### src/rtl/mult_pkg.sv
// Shared definitions for the two-requester multiplier arbiter:
// FSM state encoding and requester id constants.
package mult_pkg;
  typedef enum logic [1:0] {
    IDLE = 2'd0,
    MUL  = 2'd1,
    DONE = 2'd2
  } state_t;

  localparam logic ID0 = 1'b0;
  localparam logic ID1 = 1'b1;
endpackage

### src/rtl/mult_arbiter_if.sv
// Request/result bundle for mult_arbiter: two operand requesters, one result
// consumer, plus status (busy, ops_done).
interface mult_arbiter_if #(
  parameter int TAM   = 8,
  parameter int CNT_W = 16
);
  logic               req0_valid;
  logic               req0_ready;
  logic [TAM-1:0]     req0_a;
  logic [TAM-1:0]     req0_b;
  logic               req1_valid;
  logic               req1_ready;
  logic [TAM-1:0]     req1_a;
  logic [TAM-1:0]     req1_b;
  logic               res_valid;
  logic               res_ready;
  logic [2*TAM-1:0]   res_s;
  logic               res_id;
  logic               busy;
  logic [CNT_W-1:0]   ops_done;

  modport slave (
    input  req0_valid, req0_a, req0_b,
    input  req1_valid, req1_a, req1_b,
    input  res_ready,
    output req0_ready, req1_ready,
    output res_valid, res_s, res_id,
    output busy, ops_done
  );

  modport master (
    output req0_valid, req0_a, req0_b,
    output req1_valid, req1_a, req1_b,
    output res_ready,
    input  req0_ready, req1_ready,
    input  res_valid, res_s, res_id,
    input  busy, ops_done
  );
endinterface

### src/rtl/mult_core.sv
// Registered unsigned multiplier: S is the full-width product of the
// operands presented on the previous rising edge.
module mult_core #(
  parameter int TAM = 8
) (
  input  logic               clk,
  input  logic [TAM-1:0]     A,
  input  logic [TAM-1:0]     B,
  output logic [2*TAM-1:0]   S
);
  logic [2*TAM-1:0] a_ext;
  logic [2*TAM-1:0] b_ext;

  assign a_ext = {{TAM{1'b0}}, A};
  assign b_ext = {{TAM{1'b0}}, B};

  always_ff @(posedge clk) begin
    S <= a_ext * b_ext;
  end
endmodule

### src/rtl/mult_arbiter.sv
// Round-robin arbiter in front of a shared multiplier: accepts one request
// at a time, multiplies in one cycle, holds the result until consumed.
module mult_arbiter
  import mult_pkg::*;
#(
  parameter int TAM   = 8,
  parameter int CNT_W = 16
) (
  input  logic            clk,
  input  logic            rst,
  mult_arbiter_if.slave   bus
);
  state_t             state_reg;
  logic               last_grant_reg;
  logic [TAM-1:0]     op_a_reg;
  logic [TAM-1:0]     op_b_reg;
  logic               res_id_reg;
  logic               res_valid_reg;
  logic [CNT_W-1:0]   ops_done_reg;

  logic               gnt0;
  logic               gnt1;
  logic               hs;
  logic               hs_id;
  logic [TAM-1:0]     core_a;
  logic [TAM-1:0]     core_b;
  logic [2*TAM-1:0]   core_s;

  // Grant only in IDLE; on a tie the requester not served last wins.
  always_comb begin
    gnt0 = 1'b0;
    gnt1 = 1'b0;
    if (!rst && state_reg == IDLE) begin
      gnt0 = bus.req0_valid && (!bus.req1_valid || last_grant_reg == ID1);
      gnt1 = bus.req1_valid && (!bus.req0_valid || last_grant_reg == ID0);
    end
  end

  assign hs    = gnt0 | gnt1;
  assign hs_id = gnt1 ? ID1 : ID0;

  // Operands only change on a handshake, so the core output stays frozen
  // outside MUL; forcing zero during reset clears the result register too.
  assign core_a = rst ? '0 : op_a_reg;
  assign core_b = rst ? '0 : op_b_reg;

  mult_core #(.TAM(TAM)) u_core (
    .clk (clk),
    .A   (core_a),
    .B   (core_b),
    .S   (core_s)
  );

  always_ff @(posedge clk) begin
    if (rst) begin
      state_reg      <= IDLE;
      last_grant_reg <= ID1;
      op_a_reg       <= '0;
      op_b_reg       <= '0;
      res_id_reg     <= ID0;
      res_valid_reg  <= 1'b0;
      ops_done_reg   <= '0;
    end else begin
      case (state_reg)
        IDLE: begin
          if (hs) begin
            op_a_reg       <= gnt1 ? bus.req1_a : bus.req0_a;
            op_b_reg       <= gnt1 ? bus.req1_b : bus.req0_b;
            res_id_reg     <= hs_id;
            last_grant_reg <= hs_id;
            state_reg      <= MUL;
          end
        end
        MUL: begin
          res_valid_reg <= 1'b1;
          state_reg     <= DONE;
        end
        DONE: begin
          if (bus.res_ready) begin
            res_valid_reg <= 1'b0;
            ops_done_reg  <= ops_done_reg + 1'b1;
            state_reg     <= IDLE;
          end
        end
        default: state_reg <= IDLE;
      endcase
    end
  end

  assign bus.req0_ready = gnt0;
  assign bus.req1_ready = gnt1;
  assign bus.res_valid  = res_valid_reg;
  assign bus.res_s      = core_s;
  assign bus.res_id     = res_id_reg;
  assign bus.busy       = (state_reg != IDLE);
  assign bus.ops_done   = ops_done_reg;
endmodule

### src/flat_wrapper.sv
// flat-port wrapper written by rule: the top's interface ports become plain ports
module mult_arbiter_flat import mult_pkg::*;
#(
  parameter int TAM   = 8,
  parameter int CNT_W = 16
)
  (clk, rst, bus_req0_valid, bus_req0_a, bus_req0_b, bus_req1_valid, bus_req1_a, bus_req1_b, bus_res_ready, bus_req0_ready, bus_req1_ready, bus_res_valid, bus_res_s, bus_res_id, bus_busy, bus_ops_done);
  mult_arbiter_if #(.TAM(TAM), .CNT_W(CNT_W)) bus_i ();
  input  logic clk;
  input  logic rst;
  input wire logic [$bits(bus_i.req0_valid)-1:0] bus_req0_valid;
  input wire logic [$bits(bus_i.req0_a)-1:0] bus_req0_a;
  input wire logic [$bits(bus_i.req0_b)-1:0] bus_req0_b;
  input wire logic [$bits(bus_i.req1_valid)-1:0] bus_req1_valid;
  input wire logic [$bits(bus_i.req1_a)-1:0] bus_req1_a;
  input wire logic [$bits(bus_i.req1_b)-1:0] bus_req1_b;
  input wire logic [$bits(bus_i.res_ready)-1:0] bus_res_ready;
  output wire logic [$bits(bus_i.req0_ready)-1:0] bus_req0_ready;
  output wire logic [$bits(bus_i.req1_ready)-1:0] bus_req1_ready;
  output wire logic [$bits(bus_i.res_valid)-1:0] bus_res_valid;
  output wire logic [$bits(bus_i.res_s)-1:0] bus_res_s;
  output wire logic [$bits(bus_i.res_id)-1:0] bus_res_id;
  output wire logic [$bits(bus_i.busy)-1:0] bus_busy;
  output wire logic [$bits(bus_i.ops_done)-1:0] bus_ops_done;
  assign bus_i.req0_valid = bus_req0_valid;
  assign bus_i.req0_a = bus_req0_a;
  assign bus_i.req0_b = bus_req0_b;
  assign bus_i.req1_valid = bus_req1_valid;
  assign bus_i.req1_a = bus_req1_a;
  assign bus_i.req1_b = bus_req1_b;
  assign bus_i.res_ready = bus_res_ready;
  assign bus_req0_ready = bus_i.req0_ready;
  assign bus_req1_ready = bus_i.req1_ready;
  assign bus_res_valid = bus_i.res_valid;
  assign bus_res_s = bus_i.res_s;
  assign bus_res_id = bus_i.res_id;
  assign bus_busy = bus_i.busy;
  assign bus_ops_done = bus_i.ops_done;
  mult_arbiter #(.TAM(TAM), .CNT_W(CNT_W)) u_core (.clk(clk), .rst(rst), .bus(bus_i));
endmodule
### config.mk
export PLATFORM = sky130hd
export DESIGN_NAME = mult_arbiter_flat
export DESIGN_NICKNAME = d
export VERILOG_FILES = /design/src/rtl/mult_pkg.sv /design/src/rtl/mult_arbiter_if.sv /design/src/rtl/mult_core.sv /design/src/rtl/mult_arbiter.sv /design/src/flat_wrapper.sv
export SDC_FILE = /design/constraint.sdc
export NUM_CORES = 1
export LEC_CHECK = 0
export CORE_UTILIZATION = 46
export DETAILED_ROUTE_END_ITERATION = 16
export GPL_TIMING_DRIVEN = 0
export PLACE_DENSITY = 0.82
export SLEW_MARGIN = 20
export SYNTH_ARGS = -nofsm -noshare
export SYNTH_HDL_FRONTEND = slang
export SYNTH_SLANG_ARGS = --single-unit
### constraint.sdc
create_clock -name clk -period 5.2 [get_ports clk]
set_input_delay 1.04 -clock clk [delete_from_list [all_inputs] [get_ports clk]]
set_output_delay 1.04 -clock clk [all_outputs]
set_load 0.01 [all_outputs]
==> impl_metrics.sql <==
INSERT INTO impl_metrics (metric_group, metric, value, unit) VALUES
('detailed_routing', 'ant_nets', '0', ''),
('detailed_routing', 'wire_per_inst', '13.7', 'um'),
('detailed_routing', 'via_count', '3271', ''),
('setup_path', 'cp_max_fo', '10', ''),
('floorplan', 'floorplan.initialDensity', '48.3', '%'),
('synthesis', 'post-synth-top-area-cell', 'sky130_fd_sc_hd__dfxtp_1', ''),
('power', 'internal-power', '0.000729', 'W'),
('placement', 'place.detailed.hpwl', '6.81', 'mm'),
('outcome', 'run_status', 'finished, final reports clean', ''),
('detailed_routing', 'detail_route.iter0.violations', '190', ''),
('cts', 'skew_pair_late_insertion_delay', '0.32', 'ns'),
('synthesis', 'synth_edf_count', '0', ''),
('job', 'cap_violations', '0', ''),
('synthesis', 'synth.yosys.warnings', '0', ''),
('synthesis', 'ys_dominant_reg_cell', 'sky130_fd_sc_hd__dfxtp_1', ''),
('timing', 'setup_viol', '0', ''),
('finish', 'area.sequential', '0.00106', 'mm^2'),
('finish', 'nNetsFinal', '632', ''),
('timing', 'finalHoldViolations', '0', ''),
('min_path', 'worst_hold_startpoint', 'u_core.bus.res_valid', ''),
('cts', 'clock_sinks', '53', ''),
('setup_path', 'critPathKind', 'in -> reg', ''),
('timing', 'report.final.slew_viol_count', '0', ''),
('global_route', 'pin_count_of_the_biggest_net_entering_global_routing', '18', ''),
('detailed_routing', 'detail_route.drc_violations', '0', ''),
('floorplan', 'floorplan.rows', '33', ''),
('power', 'clock_power_share', '28.8', '%'),
('synthesis', 'yosysUniqueCellTypes', '42', ''),
('detailed_routing', 'avgViaCountPerCell', '5.21', ''),
('placement', 'place.gp.congestion', '0.829', ''),
('finish', 'antenna_diodes', '0', ''),
('global_route', 'antenna_found_initial', '0', ''),
('synthesis', 'async_reset_ff_share', '0', '%'),
('timing', 'relSlewSlack', '62.1', '%'),
('global_route', 'tot_gr_track_use', '19.5', '%'),
('placement', 'buffer_ports.inserted', '72', ''),
('floorplan', 'die-width', '95.8', 'um'),
('power', 'power.share.sequential', '45.5', '%'),
('timing', 'fin_hold_ws', '0.482', 'ns'),
('synthesis', 'synth_top_cell_area_share', '26.2', '%'),
('global_route', 'grt_pass1_wl', '14.0', 'mm'),
('synthesis', 'syn_area_per_cell', '9.13', 'um^2'),
('floorplan', 'dieArea', '0.00917', 'mm^2'),
('setup_path', 'critical_path.endpoint_type', 'flip-flop', ''),
('floorplan', 'fp.coreArea', '0.00838', 'mm^2'),
('synthesis', 'seq_area_frac_synth', '26.2', '%'),
('synthesis', 'mappedNetlistNets', '553', ''),
('power', 'worst_ir_drop_vdd', '159', 'uV'),
('setup_path', 'startpoint', 'rst', ''),
('power', 'switching_share', '29.5', '%'),
('cts', 'clkSlewWorstSetupHoldPaths', '0.11', 'ns'),
('floorplan', 'die-height', '95.8', 'um'),
('power', 'leakage_power_total', '2.42', 'nW'),
('synthesis', 'synth-seq-cells', '53', ''),
('global_route', 'aggregate_global_routing_overflow', '0', ''),
('setup_path', 'cp_data_arrival_time', '5.28', 'ns'),
('cts', 'htreeDepth', '2', ''),
('min_path', 'hold_path.class', 'reg -> reg', ''),
('synthesis', 'syn_inst_count', '443', ''),
('setup_path', 'critical_path_rt', '5.47', 'ns'),
('timing', 'fin_crit_sh', '96.4', '%'),
('cts', 'cts.root.buffer_cell', 'sky130_fd_sc_hd__clkbuf_8', ''),
('timing', 'final.min_clock_period', '5.01', 'ns'),
('detailed_routing', 'finalWirelength', '8.63', 'mm'),
('finish', 'layout_cell_share_with_drive_strength_beyond_1', '4.78', '%'),
('timing', 'fin_skew', '0.0116', 'ns'),
('synthesis', 'synth.top_cells.by_count', 'sky130_fd_sc_hd__dfxtp_1 (53), sky130_fd_sc_hd__inv_1 (53), sky130_fd_sc_hd__and2_1 (49), sky130_fd_sc_hd__nor2_1 (41), sky130_fd_sc_hd__ha_1 (37)', ''),
('finish', 'synthToLayoutAreaGrowth', '25.2', '%'),
('cts', 'max-clock-path-buffers', '2', ''),
('timing', 'timing.fmax', '0.200', 'GHz'),
('power', 'p_per_area', '204', 'mW/mm^2');
[repair_timing]
item / 4_1_cts / 5_1_grt
pin swaps: 0 / 0
endpoints found under the setup margin: 1 / 4
gates resized for setup: 2 / 13
hold buffers: 0 / 0
[cell type report]
cell class              count  share of cell area (%)
plain buffers              13                    1.19
repair buffers             72                    14.2
clock buffers               5                    1.36
flip-flops and latches     53                    20.9
inverters                  53                    3.93
well taps                 105                    2.59
clock inverters             3                   0.865
multi-input cells         324                    54.9
[routing by layer]
metal  global-route usage (%)  vias to the layer above  wire length, um
met5                        0                        -                0
met4                     5.47                        0              110
met3                     2.76                       11              358
met2                     33.4                       86             4380
met1                     25.7                     1578             3780
li1                         -                     1596                -
[layout by cell type, fill, tap and decap left out, types with 5 or more instances in the layout]
cell type and instances:
sky130_fd_sc_hd__nand2b_1 5, sky130_fd_sc_hd__nand2_1 26, sky130_fd_sc_hd__fa_1 36, sky130_fd_sc_hd__xor2_1 14, sky130_fd_sc_hd__inv_1 53, sky130_fd_sc_hd__a211oi_1 8
sky130_fd_sc_hd__buf_2 5, sky130_fd_sc_hd__nor2b_1 7, sky130_fd_sc_hd__clkbuf_8 5, sky130_fd_sc_hd__ha_1 37, sky130_fd_sc_hd__clkdlybuf4s50_1 72, sky130_fd_sc_hd__xnor2_1 7
sky130_fd_sc_hd__mux2i_1 17, sky130_fd_sc_hd__and2_1 49, sky130_fd_sc_hd__dfxtp_1 53, sky130_fd_sc_hd__nand3_1 10, sky130_fd_sc_hd__nor2b_4 7, sky130_fd_sc_hd__a21oi_1 18
sky130_fd_sc_hd__nor2_1 41
[worst paths after layout]
check / end / slack (ns) / cells after the start
setup / recovery: u_core.u_core.S[14] / 0.19 / 15
setup reg to reg: u_core.u_core.S[14] / 0.77 / 14
hold reg to reg: u_core.bus.res_valid / 0.48 / 2
hold / removal: u_core.bus.res_valid / 0.48 / 2
[kinds of logic after synthesis]
logic type,synth area share (%)
flip-flops,26.2
adder cells (fa/ha/maj),29.3
AO/OA/AOI/OAI,7.52
buffers and inverters,6.34
multiplexers,4.21
AND/OR/NAND/NOR,21.9
XOR/XNOR,4.55
[power by group through the flow]
stage,sequential [W],combinational [W],clock (W)
global route,0.000475,0.000297,0.000315
floorplan,0.000480,0.000146,0
finish,0.000470,0.000265,0.000298
CTS,0.000468,0.000259,0.000301
global placement,0.000476,0.000249,0
detailed placement,0.000478,0.000257,0
[worst max-delay path, cell delays in order]
cell and delay (ns):
sky130_fd_sc_hd__buf_4 0.24, sky130_fd_sc_hd__nor2b_4 0.10, sky130_fd_sc_hd__and2_1 0.19, sky130_fd_sc_hd__fa_1 0.53
sky130_fd_sc_hd__inv_1 0.06, sky130_fd_sc_hd__fa_1 0.46, sky130_fd_sc_hd__fa_1 0.52, sky130_fd_sc_hd__fa_1 0.54
sky130_fd_sc_hd__inv_1 0.04, sky130_fd_sc_hd__ha_1 0.35, sky130_fd_sc_hd__a21o_1 0.20, sky130_fd_sc_hd__a31o_1 0.21
sky130_fd_sc_hd__o21a_1 0.24, sky130_fd_sc_hd__or4_1 0.47, sky130_fd_sc_hd__nand3_1 0.09
[metrics by stage]
step | std cells | power, W | setup slack, ns | area (um^2) | util (%)
after detailed placement | 620 | 0.000735 | -0.350 | 4900 | 58.5
final | 628 | 0.00103 | 0.188 | 5060 | 60.4
after CTS | 628 | 0.00103 | 0.0245 | 5020 | 59.9
after global routing | 628 | 0.00109 | 0.0127 | 5060 | 60.4
after floorplan | 443 | 0.000626 | 0.00785 | 4050 | -
after global placement | 620 | 0.000725 | -0.289 | 4900 | 58.5
Note: power is estimated with default switching activity, not from simulation.
